===== config.mk =====
export PLATFORM = sky130hd
export DESIGN_NAME = pipe_ctrl
export DESIGN_NICKNAME = d
export VERILOG_FILES = /design/src/rtl/cpu_pkg.sv /design/src/rtl/hazard_detect.sv /design/src/rtl/pipe_ctrl.sv
export SDC_FILE = /design/constraint.sdc
export NUM_CORES = 1
export LEC_CHECK = 0
export ABC_AREA = 1
export BUFFER_PORTS_ARGS = -buffer_cell sky130_fd_sc_hd__buf_2
export CAP_MARGIN = 20
export CORE_ASPECT_RATIO = 0.8
export CORE_MARGIN = 10
export CORE_UTILIZATION = 52
export DETAILED_ROUTE_END_ITERATION = 10
export PLACE_DENSITY = 0.76
export SYNTH_ARGS = -nofsm -noshare
export SYNTH_HDL_FRONTEND = slang
export SYNTH_SLANG_ARGS = --single-unit

===== constraint.sdc =====
create_clock -name clk -period 2 [get_ports clk]
set_input_delay 0.3 -clock clk [delete_from_list [all_inputs] [get_ports clk]]
set_output_delay 0.3 -clock clk [all_outputs]
set_load 0.05 [all_outputs]

===== src/rtl/cpu_pkg.sv =====
// rtl/cpu_pkg.sv - opcodes, sequencer state encoding and stage-control helpers
package cpu_pkg;

    localparam logic [3:0] OP_LW  = 4'h8;
    localparam logic [3:0] OP_SW  = 4'h9;
    localparam logic [3:0] OP_B   = 4'hC;
    localparam logic [3:0] OP_BR  = 4'hD;
    localparam logic [3:0] OP_HLT = 4'hF;

    // Encodings are fixed so debug logic can decode the raw state bits.
    typedef enum logic [1:0] {
        ST_RUN   = 2'd0,
        ST_DWAIT = 2'd1,
        ST_DRAIN = 2'd2,
        ST_HALT  = 2'd3
    } pipe_state_t;

    // Load enables and bubble-inject requests for every pipeline register.
    typedef struct packed {
        logic pc_we;
        logic if_id_we;
        logic id_ex_we;
        logic ex_mem_we;
        logic mem_wb_we;
        logic if_id_flush;
        logic id_ex_flush;
        logic ex_mem_flush;
    } stage_ctl_t;

    // Nothing moves.
    function automatic stage_ctl_t ctl_freeze();
        stage_ctl_t c;
        c = '0;
        return c;
    endfunction

    // Every stage advances normally.
    function automatic stage_ctl_t ctl_advance();
        stage_ctl_t c;
        c = '0;
        c.pc_we     = 1'b1;
        c.if_id_we  = 1'b1;
        c.id_ex_we  = 1'b1;
        c.ex_mem_we = 1'b1;
        c.mem_wb_we = 1'b1;
        return c;
    endfunction

    // Taken branch: advance everything, replace the three younger instrs with NOPs.
    function automatic stage_ctl_t ctl_squash();
        stage_ctl_t c;
        c = ctl_advance();
        c.if_id_flush  = 1'b1;
        c.id_ex_flush  = 1'b1;
        c.ex_mem_flush = 1'b1;
        return c;
    endfunction

    // Hold PC and IF/ID, push a bubble into ID/EX, let older instrs retire.
    function automatic stage_ctl_t ctl_hold_front();
        stage_ctl_t c;
        c = ctl_advance();
        c.pc_we       = 1'b0;
        c.if_id_we    = 1'b0;
        c.id_ex_flush = 1'b1;
        return c;
    endfunction

endpackage


===== src/rtl/hazard_detect.sv =====
// rtl/hazard_detect.sv - load-use hazard compare between ID/EX and IF/ID
module hazard_detect
    import cpu_pkg::*;
(
    input  logic [3:0] ex_op,
    input  logic [3:0] ex_rd,
    input  logic [3:0] id_rs,
    input  logic [3:0] id_rt,
    input  logic       id_rt_used,
    output logic       load_use
);

    logic ex_is_load;
    logic rs_hit;
    logic rt_hit;

    // A load whose result the next instr needs; r0 is never a real dependency.
    always_comb begin
        ex_is_load = (ex_op == OP_LW) && (ex_rd != 4'd0);
        rs_hit     = (ex_rd == id_rs);
        rt_hit     = id_rt_used && (ex_rd == id_rt);
        load_use   = ex_is_load && (rs_hit || rt_hit);
    end

endmodule


===== src/rtl/pipe_ctrl.sv =====
// rtl/pipe_ctrl.sv - stall/flush sequencer for the 5-stage pipeline
module pipe_ctrl
    import cpu_pkg::*;
#(
    parameter int CNT_W     = 16,
    parameter int DRAIN_CYC = 3
) (
    input  logic             clk,
    input  logic             rst,
    input  logic [3:0]       id_op,
    input  logic [3:0]       id_rs,
    input  logic [3:0]       id_rt,
    input  logic             id_rt_used,
    input  logic [3:0]       ex_op,
    input  logic [3:0]       ex_rd,
    input  logic             mem_br,
    input  logic             imem_busy,
    input  logic             dmem_busy,
    output logic             pc_we,
    output logic             if_id_we,
    output logic             id_ex_we,
    output logic             ex_mem_we,
    output logic             mem_wb_we,
    output logic             if_id_flush,
    output logic             id_ex_flush,
    output logic             ex_mem_flush,
    output logic             halted,
    output logic [CNT_W-1:0] stall_cnt
);

    // The HLT cycle in RUN already behaves like one drain cycle.
    localparam logic [3:0] DRAIN_INIT = 4'(DRAIN_CYC - 1);

    pipe_state_t      state_q;
    pipe_state_t      state_d;
    logic [3:0]       drain_cnt_q;
    logic [3:0]       drain_cnt_d;
    logic             ret_drain_q;
    logic             ret_drain_d;
    logic [CNT_W-1:0] stall_cnt_q;
    stage_ctl_t       ctl;
    logic             run_mode;
    logic             drain_mode;
    logic             load_use;
    logic             stall_inc;

    hazard_detect u_hazard_detect (
        .ex_op      (ex_op),
        .ex_rd      (ex_rd),
        .id_rs      (id_rs),
        .id_rt      (id_rt),
        .id_rt_used (id_rt_used),
        .load_use   (load_use)
    );

    // Next state and stage control; DWAIT with memory free reuses RUN/DRAIN rules.
    always_comb begin
        state_d     = state_q;
        drain_cnt_d = drain_cnt_q;
        ret_drain_d = ret_drain_q;
        ctl         = ctl_freeze();
        run_mode    = 1'b0;
        drain_mode  = 1'b0;

        case (state_q)
            ST_RUN:   run_mode = 1'b1;
            ST_DRAIN: drain_mode = 1'b1;
            ST_DWAIT: begin
                if (!dmem_busy) begin
                    if (ret_drain_q) begin
                        drain_mode = 1'b1;
                    end else begin
                        run_mode = 1'b1;
                    end
                end
            end
            default: ;
        endcase

        if (run_mode) begin
            if (dmem_busy) begin
                ctl         = ctl_freeze();
                state_d     = ST_DWAIT;
                ret_drain_d = 1'b0;
            end else if (mem_br) begin
                ctl     = ctl_squash();
                state_d = ST_RUN;
            end else if (imem_busy || load_use) begin
                ctl     = ctl_hold_front();
                state_d = ST_RUN;
            end else if (id_op == OP_HLT) begin
                ctl         = ctl_hold_front();
                state_d     = ST_DRAIN;
                drain_cnt_d = DRAIN_INIT;
            end else begin
                ctl     = ctl_advance();
                state_d = ST_RUN;
            end
        end else if (drain_mode) begin
            if (dmem_busy) begin
                // Drain progress is held until the data access completes.
                ctl         = ctl_freeze();
                state_d     = ST_DWAIT;
                ret_drain_d = 1'b1;
            end else if (mem_br) begin
                // A branch older than HLT wins: the HLT itself gets squashed.
                ctl         = ctl_squash();
                state_d     = ST_RUN;
                ret_drain_d = 1'b0;
            end else begin
                ctl         = ctl_hold_front();
                drain_cnt_d = drain_cnt_q - 4'd1;
                state_d     = (drain_cnt_q <= 4'd1) ? ST_HALT : ST_DRAIN;
            end
        end
    end

    // HALT never counts: only stalls of a live pipeline are performance loss.
    always_comb begin
        stall_inc = (state_q != ST_HALT) && !ctl.pc_we;
    end

    // Sequencer state and drain counter.
    always_ff @(posedge clk or negedge rst) begin
        if (!rst) begin
            state_q     <= ST_RUN;
            drain_cnt_q <= 4'd0;
            ret_drain_q <= 1'b0;
        end else begin
            state_q     <= state_d;
            drain_cnt_q <= drain_cnt_d;
            ret_drain_q <= ret_drain_d;
        end
    end

    // Saturating stall-cycle counter.
    always_ff @(posedge clk or negedge rst) begin
        if (!rst) begin
            stall_cnt_q <= '0;
        end else if (stall_inc && (stall_cnt_q != {CNT_W{1'b1}})) begin
            stall_cnt_q <= stall_cnt_q + CNT_W'(1);
        end
    end

    // Outputs are forced idle while reset is asserted, independent of the clock.
    always_comb begin
        pc_we        = rst & ctl.pc_we;
        if_id_we     = rst & ctl.if_id_we;
        id_ex_we     = rst & ctl.id_ex_we;
        ex_mem_we    = rst & ctl.ex_mem_we;
        mem_wb_we    = rst & ctl.mem_wb_we;
        if_id_flush  = rst & ctl.if_id_flush;
        id_ex_flush  = rst & ctl.id_ex_flush;
        ex_mem_flush = rst & ctl.ex_mem_flush;
        halted       = (state_q == ST_HALT);
        stall_cnt    = stall_cnt_q;
    end

endmodule


==> reports/metrics.cfg, run 1 <==
[outcome]
status = finished with violations
violations = setup timing

[route]
finalWirelength_um = 4450
firstDrtPassIters = 4
drc = 0
num_vias = 1695
drt_iter0_markers = 73
viasPerCell = 4.93
final_antenna_net_count = 0
wl_per_cell_um = 12.9

[critical_path]
crit_required_ps = 1700
reg2reg_to = stall_cnt[13]
ff2ff_setup_slack_ps = 150
worst-setup-path-type = reg -> out
crit_fanout = 4
crit_top_cell = inv_2
worst_setup_path_start_kind = flip-flop
cpMaxStageDelayCell = dfrtp_1
path_cells = inv_2 -> ha_4 -> a31o_1 -> nand2_2 -> nand2_4 -> inv_2 -> nor3_4 -> buf_2
ff2ff_path_depth = 10
r2r-start = state_q[1]
cpPeakStageDelay_ps = 390
crit_arrival_ps = 1760
endpoint_kind = output pin

[power]
p_int_mw = 0.640
switching_share_pct = 22.4
seqPwrFrac_pct = 56.3
p_clk_share_pct = 34.1
finalPower_mw = 0.824
p_leak_nw = 1.21
peakVddDrop_mv = 0.424
power_density_nw_per_um2 = 362
comb_power_share_pct = 9.6
switching_power_mw = 0.185

[placed_design]
place_hpwl_um = 3500
dpl_cell_area_um2 = 2090
pre_cts_slack_ps = 45.8
port_buffers = 50
gp_congestion = 0.894
placed_cells = 333

[sta]
worst_pin_slew_ps = 392
min_period_ps = 2060
finalHoldViolations = 0
period_share_pct = 103
setup_viol = 3
fmax_mhz = 486
rsz0062_at_grt = true
slew_headroom_pct = 73.6
drv_slew = 0
skew_ps = 2.61
layout_setup_ws_ps = -59.0

[final_layout]
finalNetCount = 338
instances_no_fill = 344
drive_gt1_share_pct = 29.6
nFillCells = 274
fin_util_pct = 72.1
layout_commonest_cell = nand2_1
final_cell_mix = nand2_1, buf_2, inv_1
stdcell_area_um2 = 2270
area_delta_synth_final_pct = 31.2
antenna_cells = 0

[grt]
grt_pass1_wl_um = 7460
grt_max_degree = 24
antenna_found_initial = 0
grt_pass1_vias = 1649
track_usage_pct = 14.3
grt_overflow_total = 0

[logic_synthesis]
synth.avg_cell_area_um2 = 7.11
yosys_warnings = 0
synth_area_um2 = 1730
yosysSeqAreaShare_pct = 33.2
syn_inst = 244
synth-seq-cells = 23
synth_nets = 277
yosysUniqueCellTypes = 26

[floorplanning]
die-height_um = 71.7
io_pins = 51
die_area_um2 = 6060
core-area_um2 = 3150
num_rows = 18
initial_core_util_pct = 55.0
chipWidth_um = 84.6

[cts]
cts_tree = done
clkTransAtPathRegs_ps = 70
cts_sinks = 23
cts_buffers = 3
cts_buffer_depth = 2
clockRootBuffer = clkbuf_8
insertion_delay_ps = 260
cts_max_level = 1

[min_path]
min-delay-path-class = in -> async

[flow_run]
drv_cap = 0

==> worst max-delay path, delay by kind of cell (launching register included) <==
family	cells	cell delay (ps)
fa+ha+maj	1	160
simple gates	3	320
buf+inv	3	480
flops	1	390
compound gates	1	150
==> synthesized netlist by cell type, drive strengths merged <==
cell type	instances	area share, %
nand4	5	3.5
nor3	7	2.0
o22ai	1	0.36
nand3	12	4.0
nor2	23	5.4
nand2	87	19
a31o	1	0.51
o31ai	3	1.3
nand3b	1	0.43
inv	36	7.8
nor4	2	0.72
a31oi	2	1.6
xnor2	8	4.0
buf	6	2.8
a21oi	1	0.29
o21ai	9	2.6
dfrtp	23	33
xor2	10	5.1
ha	7	5.1
==> cell type report <==
cell class	instances	area (um2)	share of cell area, %
tap	40	50.0	2.20
clock buffer	4	45.0	1.98
multi-input combinational	179	1070	46.9
timing repair buffer	62	398	17.5
inverter	36	135	5.94
sequential	23	579	25.5
==> flip-flops by register name, summed over array words and instances (netlist names) <==
name,flops
state_q,2
drain_cnt_q,4
stall_cnt,16
ret_drain_q,1
==> power groups by stage <==
stage / clock, mW / sequential [mW] / combinational (mW)
after detailed placement: 0 / 0.474 / 0.0784
after global routing: 0.313 / 0.465 / 0.0900
after CTS: 0.293 / 0.464 / 0.0798
after floorplan: 0 / 0.474 / 0.0307
after global placement: 0 / 0.474 / 0.0774
final: 0.281 / 0.464 / 0.0790
==> worst max-delay path by stage <==
stage	from	end	slack [ps]	cells after the start
final	state_q[1]	mem_wb_we	-60	8
after global routing	state_q[1]	id_ex_flush	-160	10
after global placement	state_q[1]	id_ex_flush	120	10
after CTS	state_q[1]	id_ex_flush	-70	10
after detailed placement	state_q[0]	id_ex_flush	50	9
after floorplan	state_q[0]	id_ex_flush	-150	8
==> stage by stage <==
| step | setup TNS [ps] | hold slack [ps] |
|---|---|---|
| 2_1_floorplan | -328 | 4.41 |
| 3_3_place_gp | 0 | 306 |
| 3_5_place_dp | 0 | 313 |
| 4_1_cts | -348 | 25.1 |
| 5_1_grt | -736 | 40.5 |
| 6_report | -165 | 21.2 |
==> cells by family after synthesis <==
logic type | count (synthesis) | share of synthesized area (%)
simple gates | 137 | 35.4
buf+inv | 42 | 10.6
flops | 23 | 33.2
xor+xnor | 18 | 9.09
compound gates | 17 | 6.64
fa+ha+maj | 7 | 5.05
==> layer usage <==
layer | global-route usage, % | up-vias | routed length, um
li1 | - | 879 | -
met3 | 4.07 | 2 | 310
met5 | 0 | - | 0
met1 | 18.7 | 767 | 2060
met4 | 3.10 | 0 | 18
met2 | 23.0 | 47 | 2050
==> timing repair <==
item | 4_1_cts | 5_1_grt
hold buffers | 0 | 0
buffers inserted | 4 | 3
setup endpoints to repair | 8 | 8
resized for setup | 16 | 6
cloned | 0 | 0
pin swaps | 4 | 2
Power figures use the tool's default switching activity.
==> run 2: changes to the inputs <==
Settings changed: SYNTH_HIERARCHICAL set to 1.
==> run 2 against run 1 <==
The flow still finishes with violations (setup timing). Synthesized area grew 3.8%. Die area grew 2.8%. Hold slack gained 470 ps. Combinational power grew to 22 times the previous value. Design area grew 4.8%. Global-route usage grew 0.84 points. Sequential power grew 57%. Synthesized cell count grew 9.8%. Clock skew grew 4.1 ps. First-iteration DRC count grew 75%. Largest cell class unchanged.
==> reports/metrics.cfg, run 2 <==
[floorplanning]
core-area_um2 = 3380  ; +7.1%
chipWidth_um = 85.8  ; +1.4%
initial_core_util_pct = 53.3  ; -1.7 points
num_rows = 19  ; +1
die_area_um2 = 6230  ; +2.8%
io_pins = 51  ; unchanged
die-height_um = 72.6  ; +1.4%

[sta]
rsz0062_at_grt = true
skew_ps = 6.75  ; +4.14 ps
hold_ws_ps = 493  ; +472 ps
setup_viol = 7  ; +4
finalHoldViolations = 0  ; unchanged
worst_pin_slew_ps = 385  ; -7.70 ps
drv_slew = 0  ; unchanged
fmax_mhz = 481  ; -1.0%
min_period_ps = 2080  ; +21.5 ps
setup_tns_ps = -379  ; -214 ps
period_share_pct = 104  ; +1.1 points
layout_setup_ws_ps = -80.4  ; -21.5 ps
slew_headroom_pct = 74.2  ; +0.58 points

[placed_design]
place_hpwl_um = 3590  ; +2.5%
gp_congestion = 0.910  ; +1.7%
pre_cts_slack_ps = 0.193  ; -45.6 ps
port_buffers = 50  ; unchanged

[grt]
grt_pass1_vias = 1680  ; +1.9%
grt_max_degree = 17  ; -29%
grt_pass1_wl_um = 7940  ; +6.5%
track_usage_pct = 15.2  ; +0.84 points
grt_overflow_total = 0  ; unchanged
antenna_found_initial = 0  ; unchanged

[final_layout]
largest_reg_flops = 16  ; unchanged
fin_util_pct = 70.6  ; -1.5 points
finalNetCount = 363  ; +7.4%
ff_latch_area_um2 = 576  ; -0.65%
drive_gt1_share_pct = 29.5  ; -0.12 points
multi_input_area_um2 = 1140  ; +6.4%
nFillCells = 279  ; +1.8%
final_cell_mix = nand2_1, buf_2, nor2_1
antenna_cells = 0  ; unchanged
layout_commonest_cell = nand2_1
area_delta_synth_final_pct = 32.4

[route]
wl_per_cell_um = 13.5  ; +4.7%
firstDrtPassIters = 5  ; +1
final_antenna_net_count = 0  ; unchanged
num_vias = 1865  ; +10%
viasPerCell = 5.03  ; +2.0%
drc = 0  ; unchanged
drt_iter0_markers = 128  ; +75%
finalWirelength_um = 5020  ; +13%

[logic_synthesis]
yosys_warnings = 6  ; +6
ys_async_sr_fraction_pct = 100  ; unchanged
yosysUniqueCellTypes = 26  ; unchanged
synth_largest_area_cell = dfrtp_1
synth.top_cell.area_share_pct = 32.0  ; -1.2 points
synth_nets = 301  ; +8.7%
syn_inst = 268  ; +9.8%
synth_flop_cell = dfrtp_1
synth_edf_count = 0  ; unchanged
synth_common_cells = nand2_1, inv_1, nor2_1
synth_area_um2 = 1800  ; +3.8%
yosysSeqAreaShare_pct = 32.0  ; -1.2 points
synth-seq-cells = 23  ; unchanged
synth.avg_cell_area_um2 = 6.72  ; -5.5%
ys_top_cells_by_area = dfrtp_1, nand2_1, nand3_1
synth.most_common_cell = nand2_1

[cts]
clockRootBuffer = clkbuf_8
cts_max_level = 1  ; unchanged
clkTransAtPathRegs_ps = 80  ; about the same
cts_buffers = 3  ; unchanged
insertion_delay_ps = 270  ; about the same
cts_tree = done
cts_buffer_depth = 2  ; unchanged
cts_sinks = 23  ; unchanged

[flow_run]
drv_cap = 0  ; unchanged

[critical_path]
crit_fanout = 3  ; -1
crit_arrival_ps = 1780  ; +20 ps
r2r-start = state_q[0]
worst-setup-path-type = reg -> out
startpoint = state_q[1]
crit_required_ps = 1700  ; about the same
endpoint_kind = output pin
worst_setup_path_start_kind = flip-flop

[outcome]
violations = setup timing
status = finished with violations

[power]
power_density_nw_per_um2 = 1150  ; +220%
peakVddDrop_mv = 0.642  ; +52%
p_leak_nw = 1.30  ; +7.9%

[min_path]
min_from = dmem_busy
min-delay-path-class = in -> reg

==> run 2: cell types whose count changed after synthesis, sizes merged, moves of 3 or more <==
cell,before,now
nor2,23,31
xor2,10,7
inv,36,33
nand3,12,29
nor3,7,4
nand2,87,98
==> run 2: layer usage <==
metal	vias up	GRT usage, %	share of wire [%]
met4	0	2.19	1.0
met3	4	4.91	8.9
met1	831	20.1	43
li1	963	-	-
met5	-	0	0
met2	67	24.0	47
==> run 2: worst paths after layout <==
| path | slack (ps) | cells past startpoint | endpoint |
|---|---|---|---|
| min in group asynchronous | 510 | 2 | drain_cnt_q[3] |
| hold / removal | 490 | 4 | state_q[1] |
| hold reg to reg | 570 | 2 | stall_cnt[1] |
| max in group asynchronous | 990 | 3 | stall_cnt[10] |
| setup / recovery | -80 | 9 | mem_wb_we |
| setup reg to reg | 90 | 12 | stall_cnt[6] |
==> run 2: cell families (layout without fill, tap and decap cells) <==
logic type	after synthesis	after routing	share of synthesized area, %
AO/OA/AOI/OAI	15	15	4.66
XOR/XNOR	13	13	6.32
buffers and inverters	40	101	10.6
flip-flops	23	23	32.0
adder cells (fa/ha/maj)	7	7	4.86
AND/OR/NAND/NOR	170	170	41.6
==> run 2: where the power goes <==
group	switching [mW]	leakage, nW	internal (mW)
clock network	0.150	0.0255	0.139
logic	1.07	0.973	0.649
registers	0.140	0.306	0.587
total	1.36	1.30	1.37
==> run 2: final cells by class <==
cell class	count	area share [%]
multi-input combinational	205	47.7
timing repair buffer	64	18.6
clock buffer	3	1.73
sequential	23	24.1
clock inverter	1	0.210
tap	42	2.20
inverter	33	5.46
==> run 2: critical path, stage by stage, from the launching register on <==
cell and delay (ps):
dfrtp_1 410, buf_4 160, ha_1 210, inv_2 90, nand2_2 60, nand2_2 70
nand2_2 80, nand3_4 100, clkinvlp_4 160, buf_8 180
==> run 2: repair_timing <==
| action | 4_1_cts | 5_1_grt |
|---|---|---|
| setup endpoints to repair | 8 | 8 |
| resized for setup | 19 | 23 |
| buffers inserted | 2 | 5 |
| pin swaps | 1 | 5 |
| hold buffers | 1 | 0 |
| hold endpoints to repair | 9 | 0 |
==> run 2: per-stage QoR <==
stage | instances | total power, mW | instance area (um2)
finish | 371 | 2.73 | 2380
global route | 371 | 2.96 | 2380
CTS | 366 | 2.50 | 2250
detailed placement | 359 | 2.12 | 2120
global placement | 359 | 2.09 | 2120
floorplan | 268 | 1.77 | 1830
